<file path="src/rtl/ct_down_timer.sv">
// Loadable mm:ss countdown timer that decrements on a 1 Hz tick strobe and pulses expire at 00:00.
// Optional CT_DOWN_TIMER_AUTO_RELOAD_EN: reload the last loaded value at expiry and keep running.
module ct_down_timer #(
    parameter int SEC_N = 60,
    parameter int MIN_N = 60
) (
    input  logic       clk,
    input  logic       rst,
    input  logic       tick,
    input  logic       clr,
    input  logic       load,
    input  logic [6:0] ld_min,
    input  logic [6:0] ld_sec,
    input  logic       start,
    input  logic       pause,
    output logic [6:0] min_out,
    output logic [6:0] sec_out,
    output logic       running,
    output logic       done,
    output logic       expire
);
    typedef enum logic [1:0] {S_IDLE, S_RUN, S_PAUSED, S_EXPIRED} state_t;

    localparam logic [6:0] SEC_MAX = 7'(SEC_N - 1);
    localparam logic [6:0] MIN_MAX = 7'(MIN_N - 1);

    state_t     state_q;
    logic [6:0] min_q, sec_q;
    logic       expire_q;
    logic [6:0] ld_min_c, ld_sec_c;
    logic       cnt_zero, cnt_one;

    assign ld_sec_c = (int'(ld_sec) >= SEC_N) ? SEC_MAX : ld_sec;
    assign ld_min_c = (int'(ld_min) >= MIN_N) ? MIN_MAX : ld_min;
    assign cnt_zero = (min_q == 7'd0) && (sec_q == 7'd0);
    // The tick seen at 00:01 is the one that expires; 00:00 itself is never decremented.
    assign cnt_one  = (min_q == 7'd0) && (sec_q == 7'd1);

`ifdef CT_DOWN_TIMER_AUTO_RELOAD_EN
    logic [13:0] reload_q;
`endif

    always_ff @(posedge clk) begin
        if (rst) begin
            state_q  <= S_IDLE;
            min_q    <= 7'd0;
            sec_q    <= 7'd0;
            expire_q <= 1'b0;
`ifdef CT_DOWN_TIMER_AUTO_RELOAD_EN
            reload_q <= 14'd0;
`endif
        end else begin
            expire_q <= 1'b0;
            if (clr) begin
                state_q <= S_IDLE;
                min_q   <= 7'd0;
                sec_q   <= 7'd0;
`ifdef CT_DOWN_TIMER_AUTO_RELOAD_EN
                reload_q <= 14'd0;
`endif
            end else if (load && state_q != S_RUN) begin
                state_q <= S_IDLE;
                min_q   <= ld_min_c;
                sec_q   <= ld_sec_c;
`ifdef CT_DOWN_TIMER_AUTO_RELOAD_EN
                reload_q <= {ld_min_c, ld_sec_c};
`endif
            end else begin
                case (state_q)
                    S_IDLE, S_PAUSED: begin
                        if (start && !cnt_zero) state_q <= S_RUN;
                    end
                    S_RUN: begin
                        // pause wins over start and swallows a coincident tick
                        if (pause) begin
                            state_q <= S_PAUSED;
                        end else if (tick) begin
                            if (cnt_one) begin
                                expire_q <= 1'b1;
`ifdef CT_DOWN_TIMER_AUTO_RELOAD_EN
                                {min_q, sec_q} <= reload_q;
`else
                                sec_q   <= 7'd0;
                                state_q <= S_EXPIRED;
`endif
                            end else if (sec_q != 7'd0) begin
                                sec_q <= sec_q - 7'd1;
                            end else begin
                                sec_q <= SEC_MAX;
                                min_q <= min_q - 7'd1;
                            end
                        end
                    end
                    default: ;
                endcase
            end
        end
    end

    assign min_out = min_q;
    assign sec_out = sec_q;
    assign expire  = expire_q;
    assign running = (state_q == S_RUN);
    assign done    = (state_q == S_EXPIRED);
endmodule

</file>
<file path="config.mk">
export PLATFORM = sky130hd
export DESIGN_NAME = ct_down_timer
export DESIGN_NICKNAME = d
export VERILOG_FILES = /design/src/rtl/ct_down_timer.sv
export SDC_FILE = /design/constraint.sdc
export NUM_CORES = 1
export LEC_CHECK = 0
export BUFFER_PORTS_ARGS = -buffer_cell sky130_fd_sc_hd__buf_2
export CAP_MARGIN = 40
export CORE_ASPECT_RATIO = 0.9
export CORE_UTILIZATION = 49
export DETAILED_ROUTE_END_ITERATION = 12
export GPL_TIMING_DRIVEN = 0
export HOLD_SLACK_MARGIN = 0.12
export PLACE_DENSITY = 0.75
export REMOVE_ABC_BUFFERS = 1
export SLEW_MARGIN = 20
export SYNTH_ARGS = -nofsm -noshare
export SYNTH_HDL_FRONTEND = slang
export SYNTH_SLANG_ARGS = --single-unit
</file>
<file path="constraint.sdc">
create_clock -name clk -period 2 [get_ports clk]
set_input_delay 0.5 -clock clk [delete_from_list [all_inputs] [get_ports clk]]
set_output_delay 0.5 -clock clk [all_outputs]
set_load 0.005 [all_outputs]
</file>
Word-level counts from Yosys, hierarchy flattened
Cells that the tools add are included.

Flip-flop bits (word level): 17. Bits in latches: 0. Memory bits (writable): 0. Bits in read-only memories: 0. Bits of input ports: 21. Output and inout port bits: 17. Logic and storage cells: 60. Memories kept: 0.

Add/subtract/negate cells: 2. $mul: 0. Divide/modulo/power cells: 0. $lt $le $gt $ge: 2. Equality and inequality tests: 11. Shift-type cells: 0. Mux-type cells: 20. Bitwise gates (word level): 2. Reductions and logical operators: 19.

Operator list (count): 7-bit two-way mux (14); 7-bit by 6-bit >= comparator with 1-bit output (second input constant) (2); 7-bit zero test (2); 7-bit by 1-bit subtractor with 7-bit output (second input constant) (2); 2-bit two-way mux (4); 7-bit by 1-bit == test with 1-bit output (second input constant) (1); 7-bit nonzero test (1); 2-bit by 1-bit != test with 1-bit output (second input constant) (3); 2-bit nonzero test (3); 6-bit OR reduction (1); 5-bit AND reduction (1); 2-bit == test (second input constant) (2); 1-bit logical AND (4); 2-bit != test (second input constant) (2); 2-bit one-hot mux with 2 select lines (1); 4-bit AND reduction (1); 2-bit OR reduction (2); 3-bit by 2-bit != test with 1-bit output (second input constant) (1); 3-bit != test (second input constant) (1); 3-bit AND reduction (1); 3-bit OR reduction (1); 2-bit by 1-bit == test with 1-bit output (second input constant) (1); 2-bit zero test (1); 1-bit NOT (2); other kinds (2) (2).

Depth between registers and ports, before layout
Depth after elaboration: 7. Mapped depth: 7. Mapped depth without buffers: 7.

Worst setup path before layout
Ideal clock, no wire load.

Path kind: reg2reg. Start point: reg min_q[2] (netlist: min_out[2]). End point: reg min_q[1] (netlist: min_out[1]). Setup time: 0.074 ns. Arrival time: 1.591 ns. Data required time: 1.926 ns. Path slack: 0.335 ns. Cell stages (with the launch flop): 6. Buffers on the path: 0. Period minus slack after synthesis: 1.665 ns. Cells stage by stage: dfxtp_1 > or4_4 > nor2_8 > nor2_2 > or3_1 > a31oi_1.

Word-level cells in the longest chain between the ends: 4.

Ends and longest elaborated chain: start: declaration (RTL line 28) `logic [6:0] min_q, sec_q;`; start signal: assignment (RTL line 63) `min_q <= ld_min_c;`; start signal: assignment (RTL line 90) `min_q <= min_q - 7'd1;`; 7-bit zero test (RTL line 37) `assign cnt_one = (min_q == 7'd0) && (sec_q == 7'd1);`; 1-bit logical AND (RTL line 37); 2-bit by 1-bit != test with 1-bit output (no source line); 5-bit AND reduction (no source line).

Every way passes these cells. A chain may end at the register's enable or synchronous reset.

Final worst setup path
Start point: reg min_q[2] (netlist: min_out[2]). End point: reg min_q[2] (netlist: min_out[2]).

Word-level cells in the longest chain between the ends: 7. Elaborated cells on any way between the ends: 11. Those cells by class: 1 x add/sub; 1 x eq/ne; 6 x mux; 3 x reduce/logical.

Ends and longest elaborated chain: 7-bit by 1-bit subtractor with 7-bit output (RTL line 90); 7-bit two-way mux (RTL line 86) `end else if (sec_q != 7'd0) begin`; 7-bit two-way mux (RTL line 78) `if (cnt_one) begin`; 7-bit two-way mux (RTL line 77) `end else if (tick) begin`; 7-bit two-way mux (RTL line 75) `if (pause) begin`; 7-bit two-way mux (RTL line 69) `case (state_q)`; 7-bit two-way mux (RTL line 61) `end else if (load && state_q != S_RUN) begin`.

Several ways; a longest one is shown, not always the timed one. The select of a mux whose other input is x is not followed.

==> flow_summary.toml <==
[routing]
route.detailed.drc = 0
antenna_left = 0
m1WireLength_um = 1340
dr_wl_met2_um = 1260
highest_layer = "met4"
wirelength_um = 2760
wl_per_cell_um = 14.5
wl_met3_um = 140
drt-initial-drc-count = 32
routed_via_density = 5.98
first_pass_iters = 4
vias = 1143

[die]
die_h_um = 46.6
pin_count = 38
die_area_mm2 = 0.00240
core_area_mm2 = 0.00199
die_w_um = 51.6
initial_core_util_pct = 54.5
rows = 15

[cts]
clock_sinks = 17
clk_path_buf_depth = 2
cts_buffers = 3
cts_tree = "done"
root_buffer = "clkbuf_4"
htree_levels = 1
clk_pin_slew_ps = 110
clkLatencyLatePin_ps = 290

[final_layout]
antenna_cells = 0
area_growth_pct = 22.2
layout-drive-gt1-share_pct = 33.7
nets = 193
final_cells = 191

[synthesis]
synth.most_common_cell = "dfxtp_1"
synthTopCellsByCount = "dfxtp_1, nand2_1, inv_1, nor2_1, o21ai_0"
synthArstFlopShare_pct = 0
synth-seq-cells = 17
synthTopCellsByArea = "dfxtp_1, ha_1, xnor2_1"
synth_area_per_cell_um2 = 8.47
synth_seq_area_share_pct = 31.4
synthFlopType = "dfxtp_1"
yosysTopAreaCell = "dfxtp_1"
synth_top_cell_area_share_pct = 31.4
syn_area_mm2 = 0.00108
synth-edff-count = 0
ys_warn_count = 0
netlist_instances = 128
synth_cell_types = 45

[sta]
finalCriticalPeriod_ps = 1820
finalMaxSlewViolations = 0
setup-violations-final = 0
finalHoldViolations = 0
clock_skew_ps = 9.79
finalCritPeriodShare_pct = 91.1
rsz0062_at_grt = "false"
tightest_slew_ps = 722
relSlewSlack_pct = 51.7
tns_ps = 0
max_freq_ghz = 0.549

[global_routing]
grt_first_pass_wirelength_um = 4640
grt_usage_pct = 26.8
grt_max_degree = 17
overflow = 0
grt_pass1_vias = 1030
antenna_found_initial = 0

[flow_run]
drv_cap = 0

[pwr]
peakVddDrop_mv = 0.426
power_density_mw_per_mm2 = 544
power.leakage_nw = 0.587

[worst_setup_path]
worstPathMaxFanout = 6
critical_path_class = "reg -> reg"
worstPathArrival_ps = 1990
startpoint_type = "register"
crit_required_ps = 2170
worstSetupEndpointType = "register"

[place]
io_buffers = 37
globalplace.congestion = 0.794
place_inst = 187
dp_hpwl_um = 2170

[worst_hold_path]
hold_path_class = "in -> reg"

[run_status]
status = "finished clean"
==> path summary, 6_finish.rpt <==
check                to  slack (ps)  cells after the start        from
max          min_out[2]         180                      5  min_out[2]
min          state_q[0]         450                      2       pause
max reg2reg  min_out[2]         180                      5  min_out[2]
min reg2reg  state_q[0]         530                      2  state_q[0]
==> critical path, cell delays in order (launching register included) <==
cell and delay, ps:
dfxtp_1 380, or4_4 610, o21ai_0 350, nor2_1 110
xnor2_1 160, a21oi_1 80
==> logic make-up after synthesis <==
family / count (synthesis) / share of synthesized area (%)
buffers and inverters: 11 / 3.81
AOI/OAI and AO/OA: 40 / 26.0
and+or+nand+nor: 48 / 27.4
adders and majority gates: 5 / 5.77
xor gates and xnor gates: 7 / 5.66
DFF: 17 / 31.4
==> through the flow <==
step	power [W]	setup WS [ps]	hold slack (ps)	utilization, %	instance area [um2]
finish	0.000721	178	447	66.5	1320
global route	0.000767	65.2	450	66.5	1320
CTS	0.000724	144	436	66.2	1320
detailed placement	0.000538	147	515	64.8	1290
global placement	0.000530	165	495	64.8	1290
floorplan	0.000475	335	476	-	1070
==> cell type report <==
class / instances / area, um2
clock buffers: 3 / 22.5
clock inverters: 1 / 5.00
fillers: 194 / 666
inverters: 8 / 30.0
multi-input cells: 100 / 709
flip-flops and latches: 17 / 340
well taps: 25 / 31.3
repair buffers: 37 / 185
==> cells in the final DEF (no fill, tap or decap), types with 2 or more instances in the layout <==
master and count:
a21o_1 2, dfxtp_1 17, a41o_1 2, or4_4 2
nand3b_1 2, nor2_1 8, buf_2 37, nor3_1 4
or3_2 2, a31oi_1 5, clkbuf_4 3, and2_1 2
ha_1 5, o31ai_1 6, inv_1 8, o21ai_0 8
nand4_1 2, xnor2_1 6, nor4_1 2, nand2_1 11
nand3_1 2, a21oi_1 5
==> power by group <==
group          internal, W  total (W)  switching, W
combinational    0.0000718   0.000167     0.0000953
sequential        0.000350   0.000367     0.0000166
clock            0.0000744   0.000186      0.000112
total             0.000497   0.000721      0.000224
==> state kept, by name, summed over array words and instances, names as in the netlist <==
signal / count
expire: 1
state_q: 2
sec_out: 7
min_out: 7
==> routing by layer <==
layer  up-vias  track usage [%]
li1        561                -
met4         0             6.49
met2        39             43.4
met5         -                0
met1       541             35.6
met3         2             6.93
==> timing repair <==
action	4_1_cts	5_1_grt
endpoints found under the setup margin	0	2
gates resized for setup	0	1
hold buffers	0	0
buffers inserted	0	0
endpoints found under the hold margin	0	0
Note: power is estimated with default switching activity, not from simulation.
